===== config.mk =====
export PLATFORM = sky130hd
export DESIGN_NAME = sfr_master
export DESIGN_NICKNAME = d
export VERILOG_FILES = /design/src/rtl/sfr_pkg.sv /design/src/rtl/sfr_master.sv
export SDC_FILE = /design/constraint.sdc
export NUM_CORES = 1
export LEC_CHECK = 0
export ABC_CLOCK_PERIOD_IN_PS = 1450
export CAP_MARGIN = 5
export CORE_ASPECT_RATIO = 1.1
export CORE_MARGIN = 4
export CORE_UTILIZATION = 37
export CTS_CLUSTER_DIAMETER = 120
export CTS_CLUSTER_SIZE = 10
export DETAILED_ROUTE_END_ITERATION = 12
export PLACE_DENSITY = 0.75
export SYNTH_ARGS = -nofsm -noshare
export SYNTH_HDL_FRONTEND = slang
export SYNTH_SLANG_ARGS = --single-unit

===== constraint.sdc =====
create_clock -name clk -period 1.45 [get_ports clk]
set_clock_uncertainty 0.15 [all_clocks]
set_input_delay 0.2175 -clock clk [delete_from_list [all_inputs] [get_ports clk]]
set_output_delay 0.2175 -clock clk [all_outputs]
set_load 0.03 [all_outputs]

===== src/rtl/sfr_pkg.sv =====
// Shared types and constants for the SFR bus master.
package sfr_pkg;

  typedef enum logic [1:0] {
    IDLE  = 2'd0,
    WRITE = 2'd1,
    READ  = 2'd2,
    RESP  = 2'd3
  } sfr_state_e;

  // Wide enough for READ_LATENCY up to 15
  localparam int CNT_W = 4;

endpackage


===== src/rtl/sfr_master.sv =====
// Single-outstanding command-to-SFR bus master with registered bus and response outputs.
// A write pulses we for one cycle; a read holds re for READ_LATENCY cycles, then responds.
module sfr_master
  import sfr_pkg::*;
#(
  parameter int ADDR_WIDTH   = 8,
  parameter int DATA_WIDTH   = 8,
  parameter int READ_LATENCY = 1
) (
  input  logic                  clk,
  input  logic                  reset,
  input  logic                  req_valid,
  output logic                  req_ready,
  input  logic                  req_write,
  input  logic [ADDR_WIDTH-1:0] req_addr,
  input  logic [DATA_WIDTH-1:0] req_wdata,
  output logic                  rsp_valid,
  input  logic                  rsp_ready,
  output logic                  rsp_write,
  output logic [DATA_WIDTH-1:0] rsp_rdata,
  output logic [ADDR_WIDTH-1:0] address,
  output logic [DATA_WIDTH-1:0] write_data,
  output logic                  we,
  output logic                  re,
  input  logic [DATA_WIDTH-1:0] read_data,
  output logic                  busy
);

  localparam logic [CNT_W-1:0] CNT_LOAD = CNT_W'(READ_LATENCY - 1);

  sfr_state_e       state;
  sfr_state_e       state_n;
  logic [CNT_W-1:0] cnt;

  always_ff @(posedge clk) begin
    if (reset) begin
      state <= IDLE;
    end else begin
      state <= state_n;
    end
  end

  always_comb begin
    state_n = state;
    case (state)
      IDLE:    if (req_valid) state_n = req_write ? WRITE : READ;
      WRITE:   state_n = RESP;
      READ:    if (cnt == '0) state_n = RESP;
      RESP:    if (rsp_ready) state_n = IDLE;
      default: state_n = IDLE;
    endcase
  end

  // Outputs are decoded from the next state so they line up with the state register.
  always_ff @(posedge clk) begin
    if (reset) begin
      req_ready  <= 1'b1;
      busy       <= 1'b0;
      we         <= 1'b0;
      re         <= 1'b0;
      rsp_valid  <= 1'b0;
      rsp_write  <= 1'b0;
      rsp_rdata  <= '0;
      address    <= '0;
      write_data <= '0;
      cnt        <= '0;
    end else begin
      req_ready <= (state_n == IDLE);
      busy      <= (state_n != IDLE);
      we        <= (state_n == WRITE);
      re        <= (state_n == READ);
      rsp_valid <= (state_n == RESP);

      if (state == IDLE && req_valid) begin
        address <= req_addr;
        if (req_write) begin
          write_data <= req_wdata;
        end else begin
          cnt <= CNT_LOAD;
        end
      end

      if (state == WRITE) begin
        rsp_write <= 1'b1;
        rsp_rdata <= '0;
      end

      // Capture happens on the edge that closes the last re cycle.
      if (state == READ) begin
        if (cnt != '0) begin
          cnt <= cnt - 1'b1;
        end else begin
          rsp_write <= 1'b0;
          rsp_rdata <= read_data;
        end
      end
    end
  end

endmodule


# --- Yosys cells after proc, flatten, opt, wreduce, memory -nomap -nowiden ---
# Cells that the tools add are included.
totals:
  wordCells: 40
  regBits: 36
  inputBits: 29
op_classes:
  n_addsub: 1
  muxes: 15
  reduce_logical: 7
  n_eq_ne: 6
op_table:
  columns: ["cell", "count"]
  rows:
  - ["$mux 8", 3]
  - ["$mux 4", 4]
  - ["$eq 2x2->1 const B", 4]
  - ["$mux 2", 4]
  - ["$pmux 2 s4", 1]
  - ["$eq 2x1->1 const B", 2]
  - ["$logic_not 2->1", 2]
  - ["$logic_not 4->1", 1]
  - ["$reduce_bool 4->1", 1]
  - ["$sub 4x1->4 const B", 1]
  - ["$mux 1", 3]
  - ["$reduce_and 2->1", 1]
  - ["$reduce_bool 2->1", 1]
  - ["$logic_and 1x1->1", 1]

# --- Logic depth before layout (Yosys ltp) ---
logic_depth:
  word_depth: 5
  mapped_depth: 6

# --- Least setup slack after synthesis ---
# No wires, ideal clock.
synth_path:
  kind: "register -> register"
  startpoint: "reg cnt[0]"
  endpoint: "reg cnt[3]"
  setup_ps: 70
  required_time_ps: 1230
  t_arrival_ps: 1370
  synth_period_minus_slack_ps: 1590
  setup_slack_ps: -140
  n_path_buf: 0
  stages_incl_launch_ff: 6
  cell_sequence: "dfxtp_1 -> inv_1 -> ha_1 -> nor3b_4 -> or4b_1 -> a21oi_1"
synth_between:
  elab_chain_len: 3
  word_cells_on_any_way: 4
synth_rtl:
  columns: ["element", "line_no", "rtl"]
  rows:
  - ["start, declared", "sfr_master.sv:33", "logic [CNT_W-1:0] cnt;"]
  - ["start signal, assigned", "sfr_master.sv:91", "cnt <= cnt - 1'b1;"]
  - ["$sub 4x1->4 or $reduce_bool 4->1 (tied branches)", "sfr_master.sv:91, sfr_master.sv:90", null]
  - ["$mux 4 *", "sfr_master.sv:90", "if (cnt != '0) begin"]
  - ["$mux 4 *", "sfr_master.sv:89", "if (state == READ) begin"]
# Mark *: on every way between the ends. The rest lies on a longest branch, timed or not.
# A chain may end at the register's enable or synchronous reset.

# --- Worst setup path after layout ---
layout_path:
  startpoint: "reg cnt[1]"
  endpoint: "reg rsp_rdata[2]"
layout_between:
  elab_chain_len: 3
layout_rtl:
  columns: ["element", "line_no", "rtl"]
  rows:
  - ["$reduce_bool 4->1", "sfr_master.sv:90", null]
  - ["$mux 8", "sfr_master.sv:90", null]
  - ["$mux 8", "sfr_master.sv:89", null]
  - ["end signal, assigned", "sfr_master.sv:94", "rsp_rdata <= read_data;"]
  - ["end, declared", "sfr_master.sv:20", "output logic [DATA_WIDTH-1:0] rsp_rdata,"]
# Every way passes these cells.

==> impl_metrics.tcl <==
set metrics [dict create \
    status "finished with violations" \
    violations "negative setup slack" \
    ys_top_cells_by_count "dfxtp_1, nand2_1, a21oi_1" \
    yosysMostFrequentCell "dfxtp_1" \
    powerDensity_mw_per_mm2 1070 \
    grt_usage_pct 16.0 \
    grt_pass1_vias 1332 \
    num_rows 22 \
    root_buffer "clkbuf_4" \
    synth_area_mm2 0.00135 \
    ys.flop_type "dfxtp_1" \
    r2r-start "cnt[1]" \
    num_vias 1279 \
    hold_violations 0 \
    async_flop_share_pct 0 \
    leakage_uw 0.000887 \
    layout.cells.non_filler 264 \
    n_fill_cell 334 \
    firstDrtPassIters 4 \
    netlist_instances 140 \
    chipWidth_um 65.6 \
    max_freq_mhz 608 \
    syn2layout_area_growth_pct 57.9 \
    dp.cells 254 \
    maxSlewHeadroom_pct 62.6 \
    drc 0 \
    coreArea_mm2 0.00344 \
    synth_warnings 0 \
    synth_edf_count 0 \
    grt_max_degree 14 \
    whs_ns 0.285 \
    h-tree-depth 2 \
    dp.final_hpwl_um 2740 \
    power_uw 2290 \
    cp_max_fo 8 \
    grt.overflow.total 0 \
    chipHeight_um 71.4 \
    clockBufferDepth 2 \
    cts_tree "yes" \
    required_ns 1.57 \
    maxCapViolations 0 \
    wl_per_cell_um 13.5 \
    pin_count 59 \
    first_iter_violations 20 \
    ys_seq_area_share_pct 53.3 \
    hp-class "in -> reg" \
    finalCriticalPeriod_ns 1.64 \
    vias_per_cell 4.84 \
    cts_buffers 5 \
    yosysTopAreaCell "dfxtp_1" \
    antenna_left 0 \
    nets 246 \
    routabilityCongestion 0.822 \
    hp-start "req_wdata[4]" \
    synth-seq-cells 36 \
    crit_path_start "cnt[1]" \
    cts_hold_buf 0 \
    start_kind "flip-flop" \
    rsz0062_at_grt "true" \
    drive_above_1_share_pct 32.4 \
    slew_violations 0 \
    yosysUniqueCellTypes 27 \
    path_clk_slew_ns 0.10 \
    synth_fp_nets 170 \
    syn_avg_cell_area_um2 9.66 \
    setup_viol 15 \
    grt_antenna_before_repair 0 \
    min_period_over_period_pct 113 \
    worst_setup_path_end_kind "flip-flop" \
    antennaDiodeCount 0 \
    die_area_mm2 0.00469 \
    clock_latency_ns 0.33 \
    worst_slack_ns -0.194 \
    port_buffers 58 \
    start_util_pct 39.3 \
    path_class "reg -> reg" \
    routed_wl_um 3570 \
    yosys-top-cells-area "dfxtp_1, mux2i_1, a22o_1" \
    critPathArrivalTime_ns 1.76 \
    tightest_slew_ns 0.561 \
    clock_sinks 36 \
    grt_pass1_wl_um 5870 \
    irDropWorstVdd_mv 0.585 \
    synth.top_cell.area_share_pct 53.3 \
]
[power by group]
group / switching [uW] / total (uW) / leakage (uW) / internal, uW
clock network: 304 / 578 / 0.0000374 / 275
logic: 329 / 603 / 0.000553 / 274
registers: 42.6 / 1110 / 0.000296 / 1070
total: 675 / 2290 / 0.000887 / 1610
[final timing paths]
path | cells past startpoint | to | slack (ns)
max | 5 | rsp_rdata[2] | -0.19
min | 3 | write_data[4] | 0.29
max reg2reg | 5 | rsp_rdata[2] | -0.19
min reg2reg | 2 | write_data[3] | 0.31
[kinds of logic (layout without fill, tap and decap cells)]
family          after synthesis  count (layout)  share of synthesized area, %
buf+inv                      11              87                          3.33
simple gates                 55              55                          21.9
fa+ha+maj                     1               1                         0.925
compound gates               29              29                          14.6
flops                        36              36                          53.3
mux                           8               8                          5.92
[sequential cells by signal (all words and copies together) (netlist names), 2 cells and up]
register and cells:
address 8, rsp_rdata 8, write_data 8, cnt 4, state 2
[layout by cell type, fill, tap and decap left out, types with 2 or more instances in the layout]
| master | Yosys | routed |
|---|---|---|
| dfxtp_1 | 36 | 32 |
| clkdlybuf4s50_1 | 0 | 28 |
| clkbuf_2 | 0 | 21 |
| nand2_1 | 18 | 17 |
| buf_4 | 0 | 15 |
| nor2_1 | 12 | 12 |
| a21oi_1 | 13 | 12 |
| mux2i_1 | 8 | 8 |
| a22o_1 | 8 | 8 |
| clkbuf_4 | 0 | 5 |
| clkdlybuf4s15_1 | 0 | 5 |
| nor2b_1 | 5 | 4 |
| nor3_1 | 5 | 3 |
| dfxtp_2 | 0 | 3 |
| clkdlybuf4s15_2 | 0 | 3 |
| buf_6 | 0 | 3 |
| inv_2 | 0 | 2 |
| nor3b_4 | 2 | 2 |
| nor3_4 | 0 | 2 |
| and2_1 | 3 | 2 |
| o21ai_0 | 4 | 2 |
| o21ai_1 | 0 | 2 |
| or3_1 | 2 | 2 |
| clkbuf_8 | 0 | 2 |
[worst max-delay path, cell delays in order, from the launching register on]
cell      delay, ns
dfxtp_2        0.35
inv_2          0.04
ha_4           0.15
nor3b_4        0.17
a211oi_2       0.50
a22o_1         0.22
[metrics by stage]
stage	util [%]	cell area [um^2]	worst slack, ns	setup TNS, ns
global placement	60.9	2090	-0.196	-5.46
floorplan	-	1370	-0.0539	-0.476
global route	62.1	2140	-0.260	-3.01
detailed placement	60.9	2090	-0.254	-6.93
finish	62.1	2140	-0.194	-1.89
CTS	63.9	2200	-0.185	-1.87
[final cells by class]
cell class                      count  area [um^2]  share of cell area [%]
Clock buffer                        7         65.1                    3.05
Inverter                            3         11.3                   0.527
Multi-Input combinational cell     93          642                    30.1
Sequential cell                    36          728                    34.1
Tap cell                           48         60.1                    2.81
Timing Repair Buffer               77          629                    29.5
[metal layers]
| metal | up-vias | GRT usage (%) | share of wire (%) |
|---|---|---|---|
| met3 | 5 | 7.68 | 9.0 |
| met1 | 596 | 16.4 | 40 |
| met2 | 48 | 28.5 | 50 |
| li1 | 630 | - | - |
| met4 | 0 | 4.84 | 1.2 |
| met5 | - | 0 | 0 |
[timing repair]
action                     in CTS  in global routing
cloned                          0                  0
pin swaps                       5                  3
setup buffers                   2                  1
setup endpoints to repair      54                 57
resized for setup              67                 37
(Power assumes the default switching activity.)
